### config.mk
export PLATFORM = sky130hd
export DESIGN_NAME = if_id_queue
export DESIGN_NICKNAME = d
export VERILOG_FILES = /design/src/rtl/if_id_queue.sv
export SDC_FILE = /design/constraint.sdc
export NUM_CORES = 1
export LEC_CHECK = 0
export CORE_MARGIN = 2
export CORE_UTILIZATION = 45
export CTS_CLUSTER_DIAMETER = 80
export DETAILED_ROUTE_END_ITERATION = 6
export PLACE_DENSITY = 0.77
export SKIP_LAST_GASP = 1
export SLEW_MARGIN = 20
export SYNTH_ARGS = -nofsm -noshare
export SYNTH_HDL_FRONTEND = slang
export SYNTH_SLANG_ARGS = --single-unit
### constraint.sdc
create_clock -name clk -period 6.6 [get_ports clk]
set_input_delay 1.32 -clock clk [delete_from_list [all_inputs] [get_ports clk]]
set_output_delay 1.32 -clock clk [all_outputs]
set_load 0.01 [all_outputs]
### src/rtl/if_id_queue.sv
// Fetch-to-decode decoupling queue: holds {pc, instr} pairs in FIFO order with
// valid/ready on both sides and a single-cycle flush for branch/jump redirects.
module if_id_queue #(
    parameter int unsigned XLEN  = 32,
    parameter int unsigned DEPTH = 2,
    parameter logic [XLEN-1:0] NOP = XLEN'(32'h00000013)
) (
    input  logic                       clk,
    input  logic                       reset,
    input  logic                       flush,
    input  logic                       in_valid,
    output logic                       in_ready,
    input  logic [XLEN-1:0]            in_pc,
    input  logic [XLEN-1:0]            in_instr,
    output logic                       out_valid,
    input  logic                       out_ready,
    output logic [XLEN-1:0]            out_pc,
    output logic [XLEN-1:0]            out_pc_plus4,
    output logic [XLEN-1:0]            out_instr,
    output logic                       out_illegal,
    output logic [$clog2(DEPTH):0]     count
);

    localparam int unsigned PW = (DEPTH > 1) ? $clog2(DEPTH) : 1;
    localparam int unsigned CW = $clog2(DEPTH) + 1;

    typedef struct packed {
        logic [XLEN-1:0] pc;
        logic [XLEN-1:0] instr;
    } entry_t;

    entry_t        mem_q [DEPTH];
    entry_t        mem_d [DEPTH];
    logic [PW-1:0] wr_ptr_q, wr_ptr_d;
    logic [PW-1:0] rd_ptr_q, rd_ptr_d;
    logic [CW-1:0] count_q, count_d;

    logic   push;
    logic   pop;
    logic   not_empty;
    entry_t head;

    // Handshakes depend only on registered occupancy, so a full queue never
    // accepts a word in the same cycle it drains one.
    assign not_empty = (count_q != CW'(0));
    assign push      = in_valid & (count_q != CW'(DEPTH));
    assign pop       = out_ready & not_empty;

    always_comb begin
        mem_d    = mem_q;
        wr_ptr_d = wr_ptr_q;
        rd_ptr_d = rd_ptr_q;
        count_d  = count_q;
        if (flush) begin
            wr_ptr_d = '0;
            rd_ptr_d = '0;
            count_d  = '0;
        end else begin
            if (push) begin
                mem_d[wr_ptr_q] = '{pc: in_pc, instr: in_instr};
                wr_ptr_d        = wr_ptr_q + PW'(1);
            end
            if (pop) begin
                rd_ptr_d = rd_ptr_q + PW'(1);
            end
            case ({push, pop})
                2'b10:   count_d = count_q + CW'(1);
                2'b01:   count_d = count_q - CW'(1);
                default: count_d = count_q;
            endcase
        end
    end

    always_ff @(posedge clk or negedge reset) begin
        if (!reset) begin
            wr_ptr_q <= '0;
            rd_ptr_q <= '0;
            count_q  <= '0;
        end else begin
            wr_ptr_q <= wr_ptr_d;
            rd_ptr_q <= rd_ptr_d;
            count_q  <= count_d;
        end
    end

    // Storage is not reset; its contents are masked whenever the queue is empty.
    always_ff @(posedge clk) begin
        mem_q <= mem_d;
    end

    assign head = mem_q[rd_ptr_q];

    always_comb begin
        in_ready     = (count_q != CW'(DEPTH));
        out_valid    = not_empty;
        count        = count_q;
        out_pc       = '0;
        out_instr    = NOP;
        out_illegal  = 1'b0;
        if (not_empty) begin
            out_pc      = head.pc;
            out_instr   = head.instr;
            out_illegal = (head.instr[1:0] != 2'b11);
        end
        out_pc_plus4 = out_pc + XLEN'(4);
    end

endmodule
==> results.sh <==
export IMPL_status="complete, no violations"
export IMPL_synthCells=404
export IMPL_netSwitchingPower_uw=501.4
export IMPL_final_seq_area_sq_um=3948
export IMPL_port_buffers=169
export IMPL_grt_remaining_overflow=0
export IMPL_multi_input_area_sq_um=1705
export IMPL_critPathLaunchType="flip-flop"
export IMPL_ant_nets=0
export IMPL_yosys_warnings=0
export IMPL_min_period_over_period_pct=87.41
export IMPL_cellPowerDensity_nw_per_um2=278.7
export IMPL_worst_path_largest_cell_delay_ns=0.84
export IMPL_skew_ns=0.007281
export IMPL_cts_root_buf="clkbuf_16"
export IMPL_grt_pass1_wl_microns=19600
export IMPL_power_switching_share_pct=21.81
export IMPL_clockBufferDepth=2
export IMPL_synth_distinct_cells=42
export IMPL_clkTransAtPathRegs_ns=0.06
export IMPL_cts_setup_buffers=0
export IMPL_grt_pass1_vias=3956
export IMPL_drv_slew=0
export IMPL_holdWs_ns=0.6601
export IMPL_worst_slew_margin_rel_pct=42.65
export IMPL_synth_nets=474
export IMPL_cts_inserted_buffers=17
export IMPL_io_pins=170
export IMPL_synth_most_common_cell="edfxtp_1"
export IMPL_antenna_found_initial=0
export IMPL_seqPwrFrac_pct=42.7
export IMPL_clock_latency_ns=0.40
export IMPL_synth_seq_cells=132
export IMPL_area_delta_synth_final_pct=43.51
export IMPL_holdBufCountCts=0
export IMPL_max_cap_viol_count=0
export IMPL_critPathCaptureType="output port"
export IMPL_power_internal_uw=1797
export IMPL_ctsResizeCount=0
export IMPL_fmaxAchievable_ghz=0.1733
export IMPL_clock_sinks=132
export IMPL_power_frac_clock_pct=43.3
export IMPL_yosys_area_top_type_share_pct=66.87
export IMPL_tightest_slew_ns=0.8603
export IMPL_ir_drop_mv=0.1905
export IMPL_grt_total_usage_pct=19.18
export IMPL_diodes=0
export IMPL_drive_gt1_share_pct=7.131
export IMPL_detail_route_wirelength_microns=12870
export IMPL_worstHoldPathType="reg -> reg"
export IMPL_fillCellCount=930
export IMPL_grt_max_degree=70
export IMPL_pwr_share_comb_pct=13.9
export IMPL_drt_first_pass_iters=4
export IMPL_reg2regPathDepth=4
export IMPL_ys_seq_area_share_pct=68.61
export IMPL_path_cells="mux2i_1, or2_2, inv_1, ha_1, or4b_1, or4b_4, nor4b_4, nand3_1, xnor2_1, clkdlybuf4s50_1"
export IMPL_die_h_microns=117.0
export IMPL_synthFlopType="edfxtp_1"
export IMPL_async_flop_share_pct=3.030
export IMPL_final_hold_viol_count=0
export IMPL_path_max_fanout=49
export IMPL_synth_area_top_cells="edfxtp_1, mux2i_1, nor2_1"
export IMPL_synth_area_sq_um=5748
export IMPL_synth_top_area_cell="edfxtp_1"
export IMPL_finalSetupViolCount=0
export IMPL_tns_ns=0
export IMPL_synth_enable_flop_cells=128
export IMPL_place_congestion=0.8820
export IMPL_dp_slack_ns=1.267
export IMPL_hold_depth=2
export IMPL_postSynthAreaPerCell_sq_um=14.23
export IMPL_dp_hpwl_microns=8820
export IMPL_fin_util_pct=65.63
export IMPL_period_minus_slack_ns=5.769
export IMPL_critPathArrivalTime_ns=4.45
export IMPL_wl_per_cell_microns=16.92
export IMPL_crit_required_ns=5.28
export IMPL_p_leak_uw=0.002796
export IMPL_drtIter0Drc=297
export IMPL_yosys_top_cells_count="edfxtp_1, nor2_1, mux2i_1"
export IMPL_core_area_sq_um=12570
export IMPL_start_util_pct=45.73
export IMPL_die_area_sq_um=13690
export IMPL_vias=3900
export IMPL_worstSetupPathType="reg -> out"
export IMPL_rows=41
export IMPL_via_per_inst=5.125
export IMPL_drc=0
export IMPL_nNetsFinal=647
export IMPL_cts_tree="built"
export IMPL_die_width_microns=117.0
export IMPL_cp_slowest_cell="dfrtp_4"
export IMPL_rsz0062_at_grt="no"
export IMPL_h_tree_depth=4
export IMPL_worst_slack_ns=0.8309
-- logic make-up after synthesis --
kind of cell | synth area share [%]
multiplexers | 10.64
AO/OA/AOI/OAI | 2.112
AND/OR/NAND/NOR | 11.71
buffers and inverters | 2.133
XOR/XNOR | 4.571
flip-flops | 68.61
adder cells (fa/ha/maj) | 0.2176
-- power by group through the flow --
stage / combinational (uW) / sequential (uW) / clock [uW]
5_1_grt: 344 / 986 / 1050
6_report: 320 / 982 / 996
3_3_place_gp: 315 / 997 / 0
2_1_floorplan: 154 / 990 / 0
4_1_cts: 323 / 982 / 1010
3_5_place_dp: 321 / 999 / 0
-- area by class of cell --
cell class,count,share of cell area (%)
Tap cell,172,2.609
Timing Repair Buffer,173,20.87
Sequential cell,132,47.85
Inverter,6,0.2730
Clock inverter,13,2.518
Multi-Input combinational cell,247,20.67
Clock buffer,18,5.202
-- placed cells by master, fill, tap and decap left out, drive strengths merged, types with 2 or more instances in the layout --
cell           instances
nor3                   8
nand2b                 5
a21oi                  5
bufinv                 5
clkinvlp               3
clkinv                 4
a31oi                  2
xnor2                 11
and2                   2
mux2i                 60
inv                    7
nand3                  9
or3                    4
nor4                   3
nor2b                  3
nand3b                 5
edfxtp               128
or4b                   2
a32oi                  3
nor3b                  2
clkbuf                18
buf                    4
dfrtp                  4
nand2                 15
nor4b                  2
a211oi                 5
nor2                  71
or2                    2
clkdlybuf4s50        169
xor2                  19
-- metal layers --
layer | vias up | GRT usage, % | wire length (microns)
met3 | 12 | 7.364 | 1118
met4 | 0 | 6.667 | 135
met5 | - | 0 | 0
met2 | 178 | 32.60 | 6404
li1 | 1837 | - | -
met1 | 1873 | 22.36 | 5214
-- critical path: cells and delay by family, from the launching register on --
family,cells,cell delay [ns]
simple gates,5,2.01
flops,1,0.84
xor+xnor,1,0.19
mux,1,0.19
buf+inv,2,0.63
fa+ha+maj,1,0.17
-- registers in the layout, indices dropped and copies added, names as in the netlist --
| signal | cells |
|---|---|
| count | 2 |
| mem_q | 128 |
| rd_ptr_q | 1 |
| wr_ptr_q | 1 |
-- per-stage QoR --
stage	area, sq um	cells	power (uW)
after floorplan	5753	404	1144
after global placement	7612	730	1311
after detailed placement	7612	730	1320
after CTS	8249	761	2316
after global routing	8249	761	2379
final	8249	761	2299
-- final timing paths --
| check | startpoint | end | slack, ns |
|---|---|---|---|
| setup reg to reg | count[0]$_DFFE_PN0P_ | mem_q[56]$_DFFE_PP_ | 4.45 |
| min in group asynchronous | reset | count[1]$_DFFE_PN0P_ | 1.14 |
| hold / removal | wr_ptr_q$_DFFE_PN0P_ | wr_ptr_q$_DFFE_PN0P_ | 0.66 |
| setup / recovery | rd_ptr_q$_DFFE_PN0P_ | out_pc_plus4[24] | 0.83 |
| max in group asynchronous | reset | rd_ptr_q$_DFFE_PN0P_ | 5.25 |
| hold reg to reg | wr_ptr_q$_DFFE_PN0P_ | wr_ptr_q$_DFFE_PN0P_ | 0.66 |
Power figures use the tool's default switching activity.
==> RTL edit 1: new RTL, same flow settings <==
Set the parameter `XLEN` to 48 (it was 32).
--- a/src/rtl/if_id_queue.sv
+++ b/src/rtl/if_id_queue.sv
@@ -1,7 +1,7 @@
 // Fetch-to-decode decoupling queue: holds {pc, instr} pairs in FIFO order with
 // valid/ready on both sides and a single-cycle flush for branch/jump redirects.
 module if_id_queue #(
-    parameter int unsigned XLEN  = 32,
+    parameter int unsigned XLEN  = 48,
     parameter int unsigned DEPTH = 2,
     parameter logic [XLEN-1:0] NOP = XLEN'(32'h00000013)
 ) (
Interface: changed (5 resized); port bits go from 170 to 250. The function was not compared with the original's and may differ.
==> RTL edit 1 against the original RTL <==
Total power up 26%; cell area grew 45%; clock skew barely moved; wire length grew 52%; worst setup slack gained 0.33 ns; sequential cell count up 64; via count increased by 45%; synthesized area increased by 51%.
==> RTL edit 1: results (changes against the original RTL) <==
WL met1 7920 um (was 5210 um); routed vias/inst 5.01 (was 5.12); global-route wire length before repair 29,700 um (was 19,600 um); met2 global-route usage 31.8% (was 32.6%); Mean Syn Cell Area 14.3 sq um (was 14.2 sq um); initial antenna violation count 2 (was 0); routing usage on met3 7.41% (was 7.36%); peak supply drop 0.156 mV (was 0.190 mV); Post-synth EDFFs 192 (was 128); top post-synthesis cells by area edfxtp_1 (66%), mux2i_1 (11%), nor2_1 (4.1%), xnor2_1 (3.5%), nand3_1 (1.5%) (was edfxtp_1 (67%), mux2i_1 (10%), nor2_1 (4.6%), xor2_1 (2.9%), dfrtp_1 (1.7%)); DP HPWL 14,000 um (was 8820 um); Cell Area, Placed 0.0114 sq mm (was 0.00761 sq mm); Setup Skew 0.00771 ns (was 0.00728 ns); largest net degree at the start of global routing 77 (was 70); max reg flops 192 (was 128); total track usage 19.4% (was 19.2%); Yosys cell types 44 (was 42); delay of the slowest critical-path stage 1.09 ns (was 0.84 ns); gpl congestion 0.893 (was 0.882); metal2 WL 9450 um (was 6400 um); Async SR Flop Fraction 2.04% (was 3.03%); met1 Usage GRT 23.7% (was 22.4%); crit-path max FO 76 (was 49); worst slew pin tran 1.09 ns (was 0.860 ns); share of cells above drive strength 1 7.51% (was 7.13%); worst slack, placed 1.55 ns (was 1.27 ns); top cells by count, synth edfxtp_1 (192), mux2i_1 (97), nor2_1 (96) (was edfxtp_1 (128), nor2_1 (71), mux2i_1 (60)); port buffer count 249 (was 169); Clock Latency Late Sink 0.43 ns (was 0.40 ns); Post-Route WL 19,500 um (was 12,900 um); status complete, no violations (unchanged); Worst Hold Class register to register (unchanged); number of global-route vias before repair 5,571 (was 3,956); Finished Layout Cells 1,128 (was 761); Final #Nets 954 (was 647); synthesized net count 707 (was 474); met3 wire len 1830 um (was 1120 um)
RTL edit 1: where the power goes:
group | switching (mW) | internal (mW) | leakage, nW
registers | 0.0334 | 1.42 | 1.81
clock network | 0.469 | 0.499 | 0.275
logic | 0.226 | 0.250 | 1.85
RTL edit 1: final timing paths:
| check | to | slack [ns] | cells past startpoint |
|---|---|---|---|
| max | out_pc_plus4[41] | 1.16 | 7 |
| min in group asynchronous | count[0]$_DFFE_PN0P_ | 1.09 | 1 |
| min reg2reg | wr_ptr_q$_DFFE_PN0P_ | 0.65 | 2 |
| max reg2reg | rd_ptr_q$_DFFE_PN0P_ | 4.28 | 3 |
| max in group asynchronous | rd_ptr_q$_DFFE_PN0P_ | 5.32 | 1 |
| min | wr_ptr_q$_DFFE_PN0P_ | 0.65 | 2 |
RTL edit 1: area by class of cell:
cell class | instances | area, sq um
Fill cell | 1467 | 6860
Sequential cell | 196 | 5870
Multi-Input combinational cell | 375 | 2640
Timing Repair Buffer | 256 | 2540
Clock buffer | 17 | 425
Tap cell | 260 | 325
Clock inverter | 15 | 141
Inverter | 7 | 26.3
Antenna cell | 2 | 5.00
RTL edit 1: through the flow:
| stage | hold WS (ns) | total power [mW] | util, % |
|---|---|---|---|
| final | 0.647 | 2.90 | 63.6 |
| after global routing | 0.720 | 3.02 | 63.6 |
| after CTS | 0.654 | 2.93 | 63.6 |
| after detailed placement | 0.636 | 1.96 | 60.6 |
| after global placement | 0.607 | 1.96 | 60.6 |
| after floorplan | 0.536 | 1.71 | - |
RTL edit 1: logic make-up after synthesis:
kind of cell	after synthesis	share of synthesized area, %
flops	196	67.5
simple gates	214	12.6
xor+xnor	47	4.74
compound gates	17	1.51
buf+inv	35	2.45
mux	97	11.2
==> RTL edit 2: new RTL, config.mk and constraints unchanged <==
Without the edit above. Reset style: synchronous (`reset`), changed in one clocked block.
--- a/src/rtl/if_id_queue.sv
+++ b/src/rtl/if_id_queue.sv
@@ -71,7 +71,7 @@
         end
     end
 
-    always_ff @(posedge clk or negedge reset) begin
+    always_ff @(posedge clk) begin
         if (!reset) begin
             wr_ptr_q <= '0;
             rd_ptr_q <= '0;
Formal check against the unedited RTL: differs if reset is asserted again (counterexample within 4 cycles, from zero or initial values and one cycle with reset low); with reset held inactive, the same outputs for 4 cycles.
==> RTL edit 2 against the original RTL <==
Synthesized area increased by 0.22%; cell area decreased by 1.0%; worst setup slack gained 0.32 ns; sequential cell count did not move; total power is 9.8% lower; critical path depth stayed put; utilization fell by 0.66 points; wire length down 3.6%; highest routed layer unchanged.
==> RTL edit 2: results (changes against the original RTL) <==
routing usage on met3 5.66% (was 7.36%); delay-heaviest family, CP simple AND/OR/NAND/NOR gates (unchanged); WL met1 5210 um (about the same); number of DRC markers in iteration 0 319 (was 297); global route overflow 0 (unchanged); top post-synthesis cells by area edfxtp_1 (67%), mux2i_1 (11%), nor2_1 (4.4%), xnor2_1 (2.4%), xor2_1 (2.4%) (was edfxtp_1 (67%), mux2i_1 (10%), nor2_1 (4.6%), xor2_1 (2.9%), dfrtp_1 (1.7%)); met3 wire len 950 um (was 1120 um); sequential power share 46.4% (was 42.7%); CTS Buf Count 17 (unchanged); Via Count 3,732 (was 3,900); number of global-route vias before repair 3,828 (was 3,956); P_leak 2.66 nW (was 2.80 nW); cts repair resizes 0 (unchanged); Final #Nets 637 (was 647); Post-Synth Adder-Cell Area 0.434% (was 0.218%); Synth Area in XOR/XNOR 4.87% (was 4.57%); largest net degree at the start of global routing 65 (was 70); Internal 1.62 mW (was 1.80 mW); top cells by count, synth edfxtp_1 (128), nor2_1 (67), mux2i_1 (63) (was edfxtp_1 (128), nor2_1 (71), mux2i_1 (60)); met1 Usage GRT 21.8% (was 22.4%); clock power share 42.6% (was 43.3%); mux cell area share after synthesis 11.2% (was 10.6%); DP HPWL 8710 um (was 8820 um); sequential share of the synthesized area 68.1% (was 68.6%); Setup Skew 0.00372 ns (was 0.00728 ns); status complete, no violations (unchanged); post-synthesis compound-gate area fraction 1.52% (was 2.11%); Async SR Flop Fraction 0% (was 3.03%); crit-path max FO 44 (was 49); peak supply drop 0.177 mV (was 0.190 mV); Max stage delay cell, worst path dfxtp_4 (was dfrtp_4); global-route wire length before repair 18,800 um (was 19,600 um); share of cells above drive strength 1 9.69% (was 7.13%); worst slew pin tran 0.860 ns (about the same); top_reg_cell synth edfxtp_1 (unchanged); gpl congestion 0.880 (was 0.882); metal2 WL 5970 um (was 6400 um); wire per inst 16.6 um (was 16.9 um); Yosys cell types 41 (was 42); total track usage 18.6% (was 19.2%)
RTL edit 2: changes by cell type after synthesis, moves of 4 or more:
cell | unedited run | this run
nor3_1 | 8 | 4
dfxtp_1 | 0 | 4
dfrtp_1 | 4 | 0
nand4_1 | 1 | 6
a211oi_1 | 5 | 0
nor2_1 | 71 | 67
xnor2_1 | 11 | 16
RTL edit 2: final cells by class:
cell class	instances	area (sq um)
tap	172	215
fill	930	4400
clock inverter	14	140
timing repair buffer	173	1720
multi-input combinational	239	1730
clock buffer	17	425
inverter	3	11.3
sequential	132	3930
RTL edit 2: worst register-to-register path, stage by stage (launching register included):
cell     delay (ns)
dfxtp_1        0.36
nor2_4         0.33
buf_4          0.64
inv_1          0.23
and2_1         0.24
ha_1           0.32
or3_1          0.35
a21oi_1        0.14
RTL edit 2: path summary, 6_finish.rpt:
| path | start | cells past startpoint | endpoint | slack, ns |
|---|---|---|---|---|
| worst min-delay path | count[1]$_SDFFE_PP0P_ | 2 | count[1]$_SDFFE_PP0P_ | 0.59 |
| worst min register to register | count[1]$_SDFFE_PP0P_ | 2 | count[1]$_SDFFE_PP0P_ | 0.59 |
| worst max-delay path | rd_ptr_q$_SDFFE_PP0P_ | 10 | out_pc_plus4[30] | 1.15 |
| worst max register to register | count[1]$_SDFFE_PP0P_ | 7 | count[1]$_SDFFE_PP0P_ | 3.92 |
RTL edit 2: per-stage QoR:
step	setup WS, ns	total power, mW	hold WS [ns]	area, sq um	cells
after global routing	0.944	2.14	0.602	8170	750
after detailed placement	1.60	1.21	0.578	7600	719
after CTS	1.16	2.09	0.589	8170	750
after global placement	1.72	1.20	0.530	7600	719
final	1.15	2.07	0.591	8170	750
after floorplan	0.246	1.08	0.492	5770	393
